**config.mk**
```make
export PLATFORM = sky130hd
export DESIGN_NAME = pre_neuron_sched
export DESIGN_NICKNAME = d
export VERILOG_FILES = /design/src/rtl/pre_neuron_sched.sv
export SDC_FILE = /design/constraint.sdc
export NUM_CORES = 1
export LEC_CHECK = 0
export CAP_MARGIN = 20
export CORE_UTILIZATION = 43
export DETAILED_ROUTE_END_ITERATION = 12
export PLACE_DENSITY = 0.88
export SLEW_MARGIN = 30
export SYNTH_ARGS = -nofsm -noshare
export SYNTH_HDL_FRONTEND = slang
export SYNTH_SLANG_ARGS = --single-unit
```
**constraint.sdc**
```tcl
create_clock -name CLK -period 2.6 [get_ports CLK]
set_input_delay 0.78 -clock CLK [delete_from_list [all_inputs] [get_ports CLK]]
set_output_delay 0.78 -clock CLK [all_outputs]
set_load 0.1 [all_outputs]
```
**src/rtl/pre_neuron_sched.sv**
```systemverilog
// pre_neuron_sched: sequences the pre-synaptic spike-history SRAM through the
// combinational pre_neuron update datapath.
//
// Work selection in IDLE is ref sweep > time-step advance > spike. A spike
// runs a read-modify-write (IDLE read, RD update, WB write). A reference
// request sweeps every entry to zero, one write per cycle.
//
// Optional feature macro: PRE_SCHED_WR_SKIP_EN. When defined, a spike whose
// updated word equals the word read skips the write-back.
//
// Ports:
//   CLK, RST_N            clock, asynchronous active-low reset
//   spk_valid/addr/ready  spike request handshake from the input router
//   step_done             pulse: advance the time step
//   ref_start / ref_done  pulse: start clear sweep / pulse: sweep complete
//   busy                  FSM not idle or a step/ref request pending
//   current_time_step     time step to pre_neuron
//   sram_*                single-port SRAM master (read data one cycle later)
//   pre_spike_cnt, neuron_event, neuron_event_pulse, time_ref_event,
//   pre_spike_cnt_next    pre_neuron datapath controls and result
//
// TIME_STEP must be at least 2 and at most PRE_NEUR_SPIKE_CNT_WIDTH.
module pre_neuron_sched #(
  parameter int unsigned N_PRE                    = 256,
  parameter int unsigned PRE_NEUR_SPIKE_CNT_WIDTH = 8,
  parameter int unsigned TIME_STEP                = 8
) (
  input  logic                                CLK,
  input  logic                                RST_N,
  input  logic                                spk_valid,
  input  logic [$clog2(N_PRE)-1:0]            spk_addr,
  output logic                                spk_ready,
  input  logic                                step_done,
  input  logic                                ref_start,
  output logic                                ref_done,
  output logic                                busy,
  output logic [$clog2(TIME_STEP)-1:0]        current_time_step,
  output logic                                sram_cs,
  output logic                                sram_we,
  output logic [$clog2(N_PRE)-1:0]            sram_addr,
  output logic [PRE_NEUR_SPIKE_CNT_WIDTH-1:0] sram_wdata,
  input  logic [PRE_NEUR_SPIKE_CNT_WIDTH-1:0] sram_rdata,
  output logic [PRE_NEUR_SPIKE_CNT_WIDTH-1:0] pre_spike_cnt,
  output logic                                neuron_event,
  output logic                                neuron_event_pulse,
  output logic                                time_ref_event,
  input  logic [PRE_NEUR_SPIKE_CNT_WIDTH-1:0] pre_spike_cnt_next
);

  localparam int unsigned AW  = $clog2(N_PRE);
  localparam int unsigned TSW = $clog2(TIME_STEP);
  localparam int unsigned W   = PRE_NEUR_SPIKE_CNT_WIDTH;

  typedef enum logic [1:0] {StIdle, StRd, StWb, StClr} state_e;

  state_e         state_q, state_d;
  logic           ref_pend_q, ref_pend_d;
  logic           step_pend_q, step_pend_d;
  logic           ref_done_q, ref_done_d;
  logic [TSW-1:0] step_q, step_d;
  // Latched spike address, reused as the sweep address during CLR.
  logic [AW-1:0]  addr_q, addr_d;
  logic [W-1:0]   wdata_q, wdata_d;

  always_ff @(posedge CLK or negedge RST_N) begin
    if (!RST_N) begin
      state_q     <= StIdle;
      ref_pend_q  <= 1'b0;
      step_pend_q <= 1'b0;
      ref_done_q  <= 1'b0;
      step_q      <= '0;
      addr_q      <= '0;
      wdata_q     <= '0;
    end else begin
      state_q     <= state_d;
      ref_pend_q  <= ref_pend_d;
      step_pend_q <= step_pend_d;
      ref_done_q  <= ref_done_d;
      step_q      <= step_d;
      addr_q      <= addr_d;
      wdata_q     <= wdata_d;
    end
  end

  always_comb begin
    state_d            = state_q;
    ref_pend_d         = ref_pend_q;
    step_pend_d        = step_pend_q;
    ref_done_d         = 1'b0;
    step_d             = step_q;
    addr_d             = addr_q;
    wdata_d            = wdata_q;
    spk_ready          = 1'b0;
    sram_cs            = 1'b0;
    sram_we            = 1'b0;
    sram_addr          = '0;
    sram_wdata         = '0;
    pre_spike_cnt      = '0;
    neuron_event       = 1'b0;
    neuron_event_pulse = 1'b0;
    time_ref_event     = 1'b0;

    // Pulses are captured in every state; a second ref request while one is
    // pending or sweeping is redundant and dropped.
    if (step_done) step_pend_d = 1'b1;
    if (ref_start && (state_q != StClr) && !ref_pend_q) ref_pend_d = 1'b1;

    unique case (state_q)
      StIdle: begin
        if (ref_pend_q) begin
          ref_pend_d = 1'b0;
          addr_d     = '0;
          state_d    = StClr;
        end else if (step_pend_q) begin
          step_d      = (step_q == TSW'(TIME_STEP - 1)) ? '0 : step_q + 1'b1;
          // A fresh pulse in this same cycle stays pending.
          step_pend_d = step_done;
        end else begin
          spk_ready = 1'b1;
          if (spk_valid) begin
            sram_cs   = 1'b1;
            sram_addr = spk_addr;
            addr_d    = spk_addr;
            state_d   = StRd;
          end
        end
      end
      StRd: begin
        pre_spike_cnt      = sram_rdata;
        neuron_event       = 1'b1;
        neuron_event_pulse = 1'b1;
        wdata_d            = pre_spike_cnt_next;
`ifdef PRE_SCHED_WR_SKIP_EN
        state_d = (pre_spike_cnt_next == sram_rdata) ? StIdle : StWb;
`else
        state_d = StWb;
`endif
      end
      StWb: begin
        sram_cs    = 1'b1;
        sram_we    = 1'b1;
        sram_addr  = addr_q;
        sram_wdata = wdata_q;
        state_d    = StIdle;
      end
      StClr: begin
        time_ref_event = 1'b1;
        sram_cs        = 1'b1;
        sram_we        = 1'b1;
        sram_addr      = addr_q;
        sram_wdata     = pre_spike_cnt_next;
        // Steps are meaningless across a reference reset: drop them.
        step_pend_d    = 1'b0;
        addr_d         = addr_q + 1'b1;
        if (addr_q == AW'(N_PRE - 1)) begin
          step_d     = '0;
          addr_d     = '0;
          ref_done_d = 1'b1;
          state_d    = StIdle;
        end
      end
      default: state_d = StIdle;
    endcase
  end

  assign ref_done          = ref_done_q;
  assign current_time_step = step_q;
  assign busy              = (state_q != StIdle) || ref_pend_q || step_pend_q;

endmodule

```
# == Word-level counts from Yosys, hierarchy flattened ==
# Cells that the tools add are included.
# word_totals
reg_bits,24
inputBits,29
word_cells,72
# op_classes
addsub,2
mux,40
n_reduce_logical,12
eq_ne,11
# op_table
cell,n
$mux W8,8
$pmux W8 S2,3
$mux W1,17
$mux W3,4
$add A8 B1 Y8 const B,1
$eq A8 B8 Y1 const B,1
$mux W2,4
$ne A2 B2 Y1 const B,4
$pmux W2 S4,1
$ne A3 B3 Y1 const B,2
$pmux W3 S2,1
$reduce_and A3 Y1,2
$eq A2 B2 Y1 const B,2
$pmux W1 S2,2
$reduce_and A4 Y1,1
$reduce_bool A2 Y1,2
$add A3 B1 Y3 const B,1
$eq A3 B3 Y1 const B,1
$eq A2 B1 Y1 const B,1
$logic_and A1 B1 Y1,2
$logic_not A2 Y1,1
$logic_or A1 B1 Y1,2
$reduce_or A2 Y1,1
$logic_not A1 Y1,1

# == Longest topological paths before layout ==
# Gate-level depths: netlist of run 1.
# logic_depth
word_depth,6
ltp_mapped,8
ltp_nobuf,6

# == Worst setup path before layout of run 1 ==
# Ideal clock, no wire load.
# synth_timing
path_type,reg2out
from,register state_q[0]
to,output sram_addr[0]
path_buffers,2
setup_slack_ns,-2.205
arrival_time_ns,4.025
stages_incl_launch_ff,7
path_cell_list,dfrtp_1 > ha_1 > buf_2 > or2_2 > clkbuf_1 > a22oi_1 > nor2_1
# synth_via
elab_chain_len,3
word_cells_on_any_way,5
# synth_lines
element,line,source
start: declaration,56,"state_e state_q, state_d;"
start signal: assignment,67,state_q <= StIdle;
start signal: assignment,75,state_q <= state_d;
$eq A2 B2 Y1,108,unique case (state_q)
$reduce_or A2 Y1 (no line),-,
$pmux W8 S2 *,108,
end: declaration,40,"output logic [$clog2(N_PRE)-1:0] sram_addr,"
# Every way passes the cells marked *; elsewhere a longest branch is shown, timed or not.

# == Final worst setup path of run 1 ==
# layout_timing
from,register state_q[1]
to,output sram_addr[5]
# Same word-level chain as after synthesis.

==> run_summary.xml, run 1 <==
<?xml version="1.0" encoding="UTF-8"?>
<metrics>
  <group name="clocking">
    <metric name="cts_bufs_inserted" unit="">3</metric>
    <metric name="cts-root-buf" unit="">sky130_fd_sc_hd__clkbuf_8</metric>
    <metric name="cts_tree" unit="">yes</metric>
    <metric name="clkLatencyLatePin" unit="ps">270</metric>
    <metric name="ctsLongestPathBuffers" unit="">2</metric>
    <metric name="path_clk_slew" unit="ps">80</metric>
    <metric name="cts.htree.levels" unit="">1</metric>
    <metric name="clock_sink_count" unit="">24</metric>
  </group>
  <group name="final_layout">
    <metric name="layout.cells.most_common" unit="">sky130_fd_sc_hd__buf_12</metric>
    <metric name="layoutNonFillerInstCount" unit="">285</metric>
    <metric name="fillCellCount" unit="">154</metric>
    <metric name="fin_util" unit="">0.855</metric>
    <metric name="drive_above_1_share" unit="">0.485</metric>
    <metric name="layout.area.seq" unit="um^2">602</metric>
    <metric name="layout_stage_area_growth_over_the_synthesis_result" unit="%">86.0</metric>
    <metric name="multiInputGateArea" unit="um^2">1140</metric>
    <metric name="num_antenna_cells" unit="">0</metric>
    <metric name="postLayoutCellArea" unit="um^2">2940</metric>
    <metric name="mostFrequentLayoutCells" unit="">sky130_fd_sc_hd__buf_12 (31), sky130_fd_sc_hd__clkdlybuf4s50_1 (27), sky130_fd_sc_hd__dfrtp_1 (23)</metric>
    <metric name="num-nets-final" unit="">278</metric>
  </group>
  <group name="setup_path">
    <metric name="timing.critical_path.required" unit="ps">1820</metric>
    <metric name="endpoint_kind" unit="">output pin</metric>
    <metric name="cp-start-kind" unit="">flop</metric>
    <metric name="worst-setup-path-type" unit="">flop to output pin</metric>
    <metric name="worst-endpoint-arrival" unit="ps">1840</metric>
    <metric name="critical_path_peak_fanout" unit="">4</metric>
  </group>
  <group name="logic_synthesis">
    <metric name="asyncSetResetFlopFracSynth" unit="">1.00</metric>
    <metric name="synth_seq_cells" unit="">24</metric>
    <metric name="synthesis.nets" unit="">204</metric>
    <metric name="syn_inst" unit="">166</metric>
    <metric name="yosysSeqAreaShare" unit="">0.380</metric>
    <metric name="yosysWarnings" unit="">0</metric>
    <metric name="post_synthesis_instance_area" unit="um^2">1580</metric>
    <metric name="netlist-cell-type-count" unit="">48</metric>
    <metric name="synth-edff-count" unit="">0</metric>
    <metric name="synth-main-ff-cell" unit="">sky130_fd_sc_hd__dfrtp_1</metric>
    <metric name="post_synthesis_mean_instance_area" unit="um^2">9.53</metric>
  </group>
  <group name="sta">
    <metric name="maxSlewViolCount" unit="">0</metric>
    <metric name="worst_skew" unit="ps">7.10</metric>
    <metric name="fmax" unit="MHz">382</metric>
    <metric name="finalSetupViolCount" unit="">2</metric>
    <metric name="worst_slew_pin_slew" unit="ps">646</metric>
    <metric name="post-route-worst-setup-slack" unit="ps">-16.8</metric>
    <metric name="max_slew_margin" unit="">0.568</metric>
    <metric name="min_period" unit="ps">2620</metric>
    <metric name="grt_setup_unrepaired" unit="">true</metric>
    <metric name="report.final.hold_viol_count" unit="">0</metric>
    <metric name="final_min_period_over_clock_period" unit="">1.01</metric>
  </group>
  <group name="route">
    <metric name="detailroute.via_count" unit="">1631</metric>
    <metric name="routed_wire_length_per_instance" unit="um">17.9</metric>
    <metric name="routed_wl" unit="um">5110</metric>
    <metric name="starting_drc_count_in_detailed_routing" unit="">157</metric>
    <metric name="route.detailed.vias_per_inst" unit="">5.72</metric>
    <metric name="drt_pass1_iterations" unit="">4</metric>
    <metric name="detail-route-antenna-nets" unit="">0</metric>
    <metric name="drc_errors" unit="">0</metric>
  </group>
  <group name="floorplan">
    <metric name="dieArea" unit="um^2">3920</metric>
    <metric name="num_rows" unit="">21</metric>
    <metric name="die_h" unit="um">62.6</metric>
    <metric name="boundary_pins" unit="">64</metric>
    <metric name="core_region_area" unit="um^2">3440</metric>
    <metric name="initial_core_util" unit="">0.459</metric>
    <metric name="die_x" unit="um">62.6</metric>
  </group>
  <group name="pwr">
    <metric name="power.clock.fraction" unit="">0.327</metric>
    <metric name="power_density" unit="nW/um^2">266</metric>
    <metric name="switching_share" unit="">0.255</metric>
    <metric name="p_sw" unit="W">0.000199</metric>
    <metric name="power.sequential.fraction" unit="">0.476</metric>
    <metric name="vdd_drop_max" unit="mV">0.301</metric>
    <metric name="cellInternalPower" unit="W">0.000583</metric>
    <metric name="report.power.total" unit="W">0.000783</metric>
    <metric name="reported_leakage_power" unit="nW">1.32</metric>
    <metric name="combPwrFrac" unit="">0.197</metric>
  </group>
  <group name="placement">
    <metric name="dp_slack" unit="ps">-279</metric>
    <metric name="dpl.cell_count" unit="">274</metric>
    <metric name="port_buffers" unit="">63</metric>
    <metric name="gp_routability_congestion" unit="">0.836</metric>
    <metric name="half_perimeter_wire_length_of_the_detailed_placement_result" unit="um">3640</metric>
    <metric name="placed_area" unit="um^2">2760</metric>
  </group>
  <group name="run_status">
    <metric name="violations" unit="">setup timing</metric>
    <metric name="outcome" unit="">finished with violations</metric>
  </group>
  <group name="global_route">
    <metric name="grt_remaining_overflow" unit="">0</metric>
    <metric name="grt_first_pass_wirelength" unit="um">8360</metric>
    <metric name="grt_pass1_vias" unit="">1748</metric>
    <metric name="grt_start_max_net_pins" unit="">25</metric>
    <metric name="grt_use_total" unit="">0.272</metric>
    <metric name="antenna_found_initial" unit="">0</metric>
  </group>
  <group name="worst_hold_path">
    <metric name="holdCritPathClass" unit="">flop to flop</metric>
  </group>
  <group name="flow_run">
    <metric name="cap_violations" unit="">0</metric>
  </group>
</metrics>
## cells in the mapped netlist (2+ instances only)
master / number / area share
sky130_fd_sc_hd__inv_1: 8 / 0.019
sky130_fd_sc_hd__o21ai_0: 5 / 0.016
sky130_fd_sc_hd__and2_1: 9 / 0.036
sky130_fd_sc_hd__nor2b_1: 2 / 0.0079
sky130_fd_sc_hd__nand3_1: 4 / 0.013
sky130_fd_sc_hd__o211ai_1: 2 / 0.0095
sky130_fd_sc_hd__ha_1: 9 / 0.071
sky130_fd_sc_hd__o22a_1: 2 / 0.011
sky130_fd_sc_hd__mux2_2: 8 / 0.057
sky130_fd_sc_hd__a21oi_1: 4 / 0.013
sky130_fd_sc_hd__clkbuf_1: 5 / 0.012
sky130_fd_sc_hd__o21ai_1: 2 / 0.0063
sky130_fd_sc_hd__a22oi_1: 8 / 0.038
sky130_fd_sc_hd__or2_2: 2 / 0.0079
sky130_fd_sc_hd__dfrtp_1: 24 / 0.38
sky130_fd_sc_hd__nand2_1: 9 / 0.021
sky130_fd_sc_hd__nor2_1: 16 / 0.038
sky130_fd_sc_hd__a22o_1: 14 / 0.078
sky130_fd_sc_hd__nor3_1: 3 / 0.0095
sky130_fd_sc_hd__buf_2: 2 / 0.0063
## routing by layer
metal  global-route usage  wire length [um]  vias up
met2                0.497              2700       90
met1                0.308              1940      771
li1                     -                 -      748
met4                0.108               167        0
met5                    0                 0        -
met3               0.0511               309       22
## worst paths after layout
kind | end | from | cells past startpoint | slack (ps)
worst max-delay path | sram_addr[5] | state_q[1] | 8 | -20
worst min-delay path | wdata_q[4] | wdata_q[4] | 1 | 540
worst max register to register | addr_q[3] | state_q[0] | 7 | 540
worst min register to register | wdata_q[4] | wdata_q[4] | 1 | 540
max in group asynchronous | state_q[1] | RST_N | 2 | 1440
min in group asynchronous | addr_q[0] | RST_N | 2 | 870
## metrics by stage
step / hold WS, ps / TNS (ps)
final: 544 / -18.9
after global routing: 563 / -757
after CTS: 553 / -1.98
after detailed placement: 515 / -2300
after global placement: 505 / -2130
after floorplan: 484 / -11240
## sequential cells by signal, summed over array words and instances, names as in the netlist
register           cells
addr_q                 8
wdata_q                8
current_time_step      3
state_q                2
ref_done               1
ref_pend_q             1
step_pend_q            1
## power by group through the flow
stage	registers [W]	logic, W	clock network [W]
after detailed placement	0.000380	0.000154	0
after CTS	0.000373	0.000155	0.000259
after floorplan	0.000380	0.0000662	0
final	0.000373	0.000154	0.000256
after global routing	0.000373	0.000160	0.000284
after global placement	0.000380	0.000152	0
## worst max-delay path, stage by stage, from the launching register on
cell and delay [ps]:
sky130_fd_sc_hd__dfrtp_2 440, sky130_fd_sc_hd__inv_2 90, sky130_fd_sc_hd__ha_4 130, sky130_fd_sc_hd__nor3b_4 190, sky130_fd_sc_hd__and2_4 200, sky130_fd_sc_hd__buf_6 110, sky130_fd_sc_hd__a22oi_2 90, sky130_fd_sc_hd__nor2_4 140
sky130_fd_sc_hd__buf_12 190
## timing repair
action                     in CTS  in global routing
setup buffers                   5                  2
pin swaps                      12                  3
gates resized for setup        19                  3
hold buffers                    0                  0
setup endpoints to repair       9                  9
cloned                          0                  0
## layout make-up
class,instances,share of cell area
multi-input combinational,124,0.386
timing repair buffer,79,0.361
sequential,24,0.205
tap,46,0.0196
clock buffer,4,0.0187
inverter,8,0.0102
## cells by family after synthesis
kind of cell    count (synthesis)  share of synthesized area
compound gates                 49                      0.241
simple gates                   57                      0.194
mux                             9                     0.0633
flops                          24                      0.380
fa+ha+maj                       9                     0.0712
buf+inv                        18                     0.0514
(Power assumes the default switching activity.)
==> run 2: changes to the inputs <==
- CTS_CLUSTER_DIAMETER: unset -> 60
- SKIP_CTS_REPAIR_TIMING: unset -> 1
==> run 2 against run 1 <==
Non-clock buffer count down 3. Global-route usage decreased by 1.6 points. Critical path type unchanged. Critical path depth stayed put. The run still ends with setup timing left. First-iteration DRC count grew 7.6%. Sequential power about the same. Cell count is 1.1% lower.
==> run_summary.xml, run 2 (same netlist as run 1, synthesis figures left out) <==
<?xml version="1.0" encoding="UTF-8"?>
<metrics>
  <group name="run_status">
    <metric name="outcome" unit="">finished with violations</metric>
    <metric name="violations" unit="">setup timing</metric>
  </group>
  <group name="global_route">
    <metric name="grt_first_pass_wirelength" unit="um">7850</metric>
    <metric name="grt_remaining_overflow" unit="">0</metric>
    <metric name="grt_pass1_vias" unit="">1670</metric>
    <metric name="grt_use_total" unit="">0.256</metric>
    <metric name="grt_start_max_net_pins" unit="">25</metric>
    <metric name="antenna_found_initial" unit="">0</metric>
  </group>
  <group name="final_layout">
    <metric name="layout.area.seq" unit="um^2">602</metric>
    <metric name="mostFrequentLayoutCells" unit="">sky130_fd_sc_hd__buf_12 (31), sky130_fd_sc_hd__clkdlybuf4s50_1 (27), sky130_fd_sc_hd__dfrtp_1 (23)</metric>
    <metric name="fin_util" unit="">0.849</metric>
    <metric name="layout_stage_area_growth_over_the_synthesis_result" unit="%">84.7</metric>
    <metric name="layoutNonFillerInstCount" unit="">282</metric>
    <metric name="fillCellCount" unit="">158</metric>
    <metric name="num-nets-final" unit="">275</metric>
    <metric name="num_antenna_cells" unit="">0</metric>
    <metric name="postLayoutCellArea" unit="um^2">2920</metric>
    <metric name="layout.cells.most_common" unit="">sky130_fd_sc_hd__buf_12</metric>
    <metric name="drive_above_1_share" unit="">0.475</metric>
    <metric name="multiInputGateArea" unit="um^2">1140</metric>
  </group>
  <group name="setup_path">
    <metric name="r2r-end" unit="">addr_q[3]</metric>
    <metric name="cp-start-kind" unit="">flop</metric>
    <metric name="timing.critical_path.required" unit="ps">1820</metric>
    <metric name="worst_r2r_path_depth" unit="">7</metric>
    <metric name="r2r_slack" unit="ps">610</metric>
    <metric name="worst-endpoint-arrival" unit="ps">1920</metric>
    <metric name="worst_r2r_start" unit="">state_q[0]</metric>
    <metric name="worst-setup-path-type" unit="">flop to output pin</metric>
    <metric name="endpoint_kind" unit="">output pin</metric>
    <metric name="critical_path_peak_fanout" unit="">7</metric>
  </group>
  <group name="clocking">
    <metric name="cts_tree" unit="">yes</metric>
    <metric name="path_clk_slew" unit="ps">80</metric>
    <metric name="ctsLongestPathBuffers" unit="">2</metric>
    <metric name="cts-root-buf" unit="">sky130_fd_sc_hd__clkbuf_8</metric>
    <metric name="cts.htree.levels" unit="">1</metric>
    <metric name="clock_sink_count" unit="">24</metric>
    <metric name="cts_bufs_inserted" unit="">3</metric>
    <metric name="clkLatencyLatePin" unit="ps">270</metric>
  </group>
  <group name="worst_hold_path">
    <metric name="hold_start" unit="">wdata_q[4]</metric>
    <metric name="number_of_cells_on_the_worst_hold_path" unit="">1</metric>
    <metric name="min_delay_worst_endpoint" unit="">wdata_q[4]</metric>
    <metric name="holdCritPathClass" unit="">flop to flop</metric>
  </group>
  <group name="floorplan">
    <metric name="die_x" unit="um">62.6</metric>
    <metric name="dieArea" unit="um^2">3920</metric>
    <metric name="num_rows" unit="">21</metric>
    <metric name="initial_core_util" unit="">0.459</metric>
    <metric name="core_region_area" unit="um^2">3440</metric>
    <metric name="boundary_pins" unit="">64</metric>
    <metric name="die_h" unit="um">62.6</metric>
  </group>
  <group name="pwr">
    <metric name="power.sequential.fraction" unit="">0.475</metric>
    <metric name="report.power.total" unit="W">0.000785</metric>
    <metric name="power.clock.fraction" unit="">0.328</metric>
    <metric name="power_density" unit="nW/um^2">269</metric>
    <metric name="cellInternalPower" unit="W">0.000584</metric>
    <metric name="p_sw" unit="W">0.000201</metric>
    <metric name="switching_share" unit="">0.256</metric>
    <metric name="reported_leakage_power" unit="nW">1.31</metric>
    <metric name="vdd_drop_max" unit="mV">0.302</metric>
    <metric name="combPwrFrac" unit="">0.197</metric>
  </group>
  <group name="placement">
    <metric name="gp_routability_congestion" unit="">0.836</metric>
    <metric name="placed_area" unit="um^2">2760</metric>
    <metric name="half_perimeter_wire_length_of_the_detailed_placement_result" unit="um">3640</metric>
    <metric name="dp_slack" unit="ps">-279</metric>
    <metric name="dpl.cell_count" unit="">274</metric>
    <metric name="port_buffers" unit="">63</metric>
  </group>
  <group name="sta">
    <metric name="fmax" unit="MHz">370</metric>
    <metric name="finalSetupViolCount" unit="">9</metric>
    <metric name="worst_skew" unit="ps">8.38</metric>
    <metric name="grt_setup_unrepaired" unit="">true</metric>
    <metric name="post-route-worst-setup-slack" unit="ps">-99.8</metric>
    <metric name="min_period" unit="ps">2700</metric>
    <metric name="report.final.hold_viol_count" unit="">0</metric>
    <metric name="max_slew_margin" unit="">0.578</metric>
    <metric name="worst_slew_pin_slew" unit="ps">631</metric>
    <metric name="maxSlewViolCount" unit="">0</metric>
    <metric name="final_min_period_over_clock_period" unit="">1.04</metric>
  </group>
  <group name="flow_run">
    <metric name="cap_violations" unit="">0</metric>
  </group>
  <group name="route">
    <metric name="drc_errors" unit="">0</metric>
    <metric name="routed_wl" unit="um">5300</metric>
    <metric name="detail-route-antenna-nets" unit="">0</metric>
    <metric name="drt_pass1_iterations" unit="">5</metric>
    <metric name="detailroute.via_count" unit="">1651</metric>
    <metric name="starting_drc_count_in_detailed_routing" unit="">169</metric>
    <metric name="routed_wire_length_per_instance" unit="um">18.8</metric>
    <metric name="route.detailed.vias_per_inst" unit="">5.85</metric>
  </group>
</metrics>
run 2: cell types whose count changed in the layout (fill, tap and decap cells not counted), sizes merged:
cell and delta:
dlymetal6s2s +1, buf -3, dlygate4sd2 -1
run 2: metal layers:
metal / vias to the layer above / global-route usage / share of wire
li1: 743 / - / -
met1: 809 / 0.298 / 0.37
met2: 81 / 0.465 / 0.54
met3: 18 / 0.0474 / 0.059
met5: - / 0 / 0
met4: 0 / 0.0930 / 0.031
run 2: cell type report:
class,instances,area share
multi-input cells,124,0.389
inverters,8,0.0111
well taps,46,0.0197
clock buffers,4,0.0188
flip-flops and latches,24,0.206
repair buffers,76,0.355
run 2: worst max-delay path by stage:
stage                     from           end  slack (ps)
floorplan           state_q[0]  sram_addr[1]        -850
global placement     spk_valid  sram_addr[1]        -260
detailed placement   spk_valid  sram_addr[3]        -280
CTS                  spk_valid  sram_addr[5]        -310
global route        state_q[1]  sram_addr[3]        -150
finish              state_q[1]  sram_addr[3]        -100
run 2: power groups by stage:
stage          Sequential, W  Clock, W  Combinational [W]
3_3_place_gp        0.000380         0           0.000152
2_1_floorplan       0.000380         0          0.0000662
4_1_cts             0.000373  0.000259           0.000154
6_report            0.000373  0.000257           0.000155
5_1_grt             0.000373  0.000281           0.000161
3_5_place_dp        0.000380         0           0.000154
run 2: critical path: stages, from the launching register on:
cell and delay [ps]:
sky130_fd_sc_hd__dfrtp_2 460, sky130_fd_sc_hd__inv_4 90, sky130_fd_sc_hd__ha_4 140, sky130_fd_sc_hd__nor3b_4 220
sky130_fd_sc_hd__and2_4 190, sky130_fd_sc_hd__buf_8 130, sky130_fd_sc_hd__a22oi_2 90, sky130_fd_sc_hd__nor2_4 140
sky130_fd_sc_hd__buf_12 180
run 2: metrics by stage:
stage               setup TNS, ps  hold slack, ps
global route                -1080             562
CTS                         -2450             534
detailed placement          -2300             515
global placement            -2130             505
floorplan                  -11240             484
finish                       -616             544
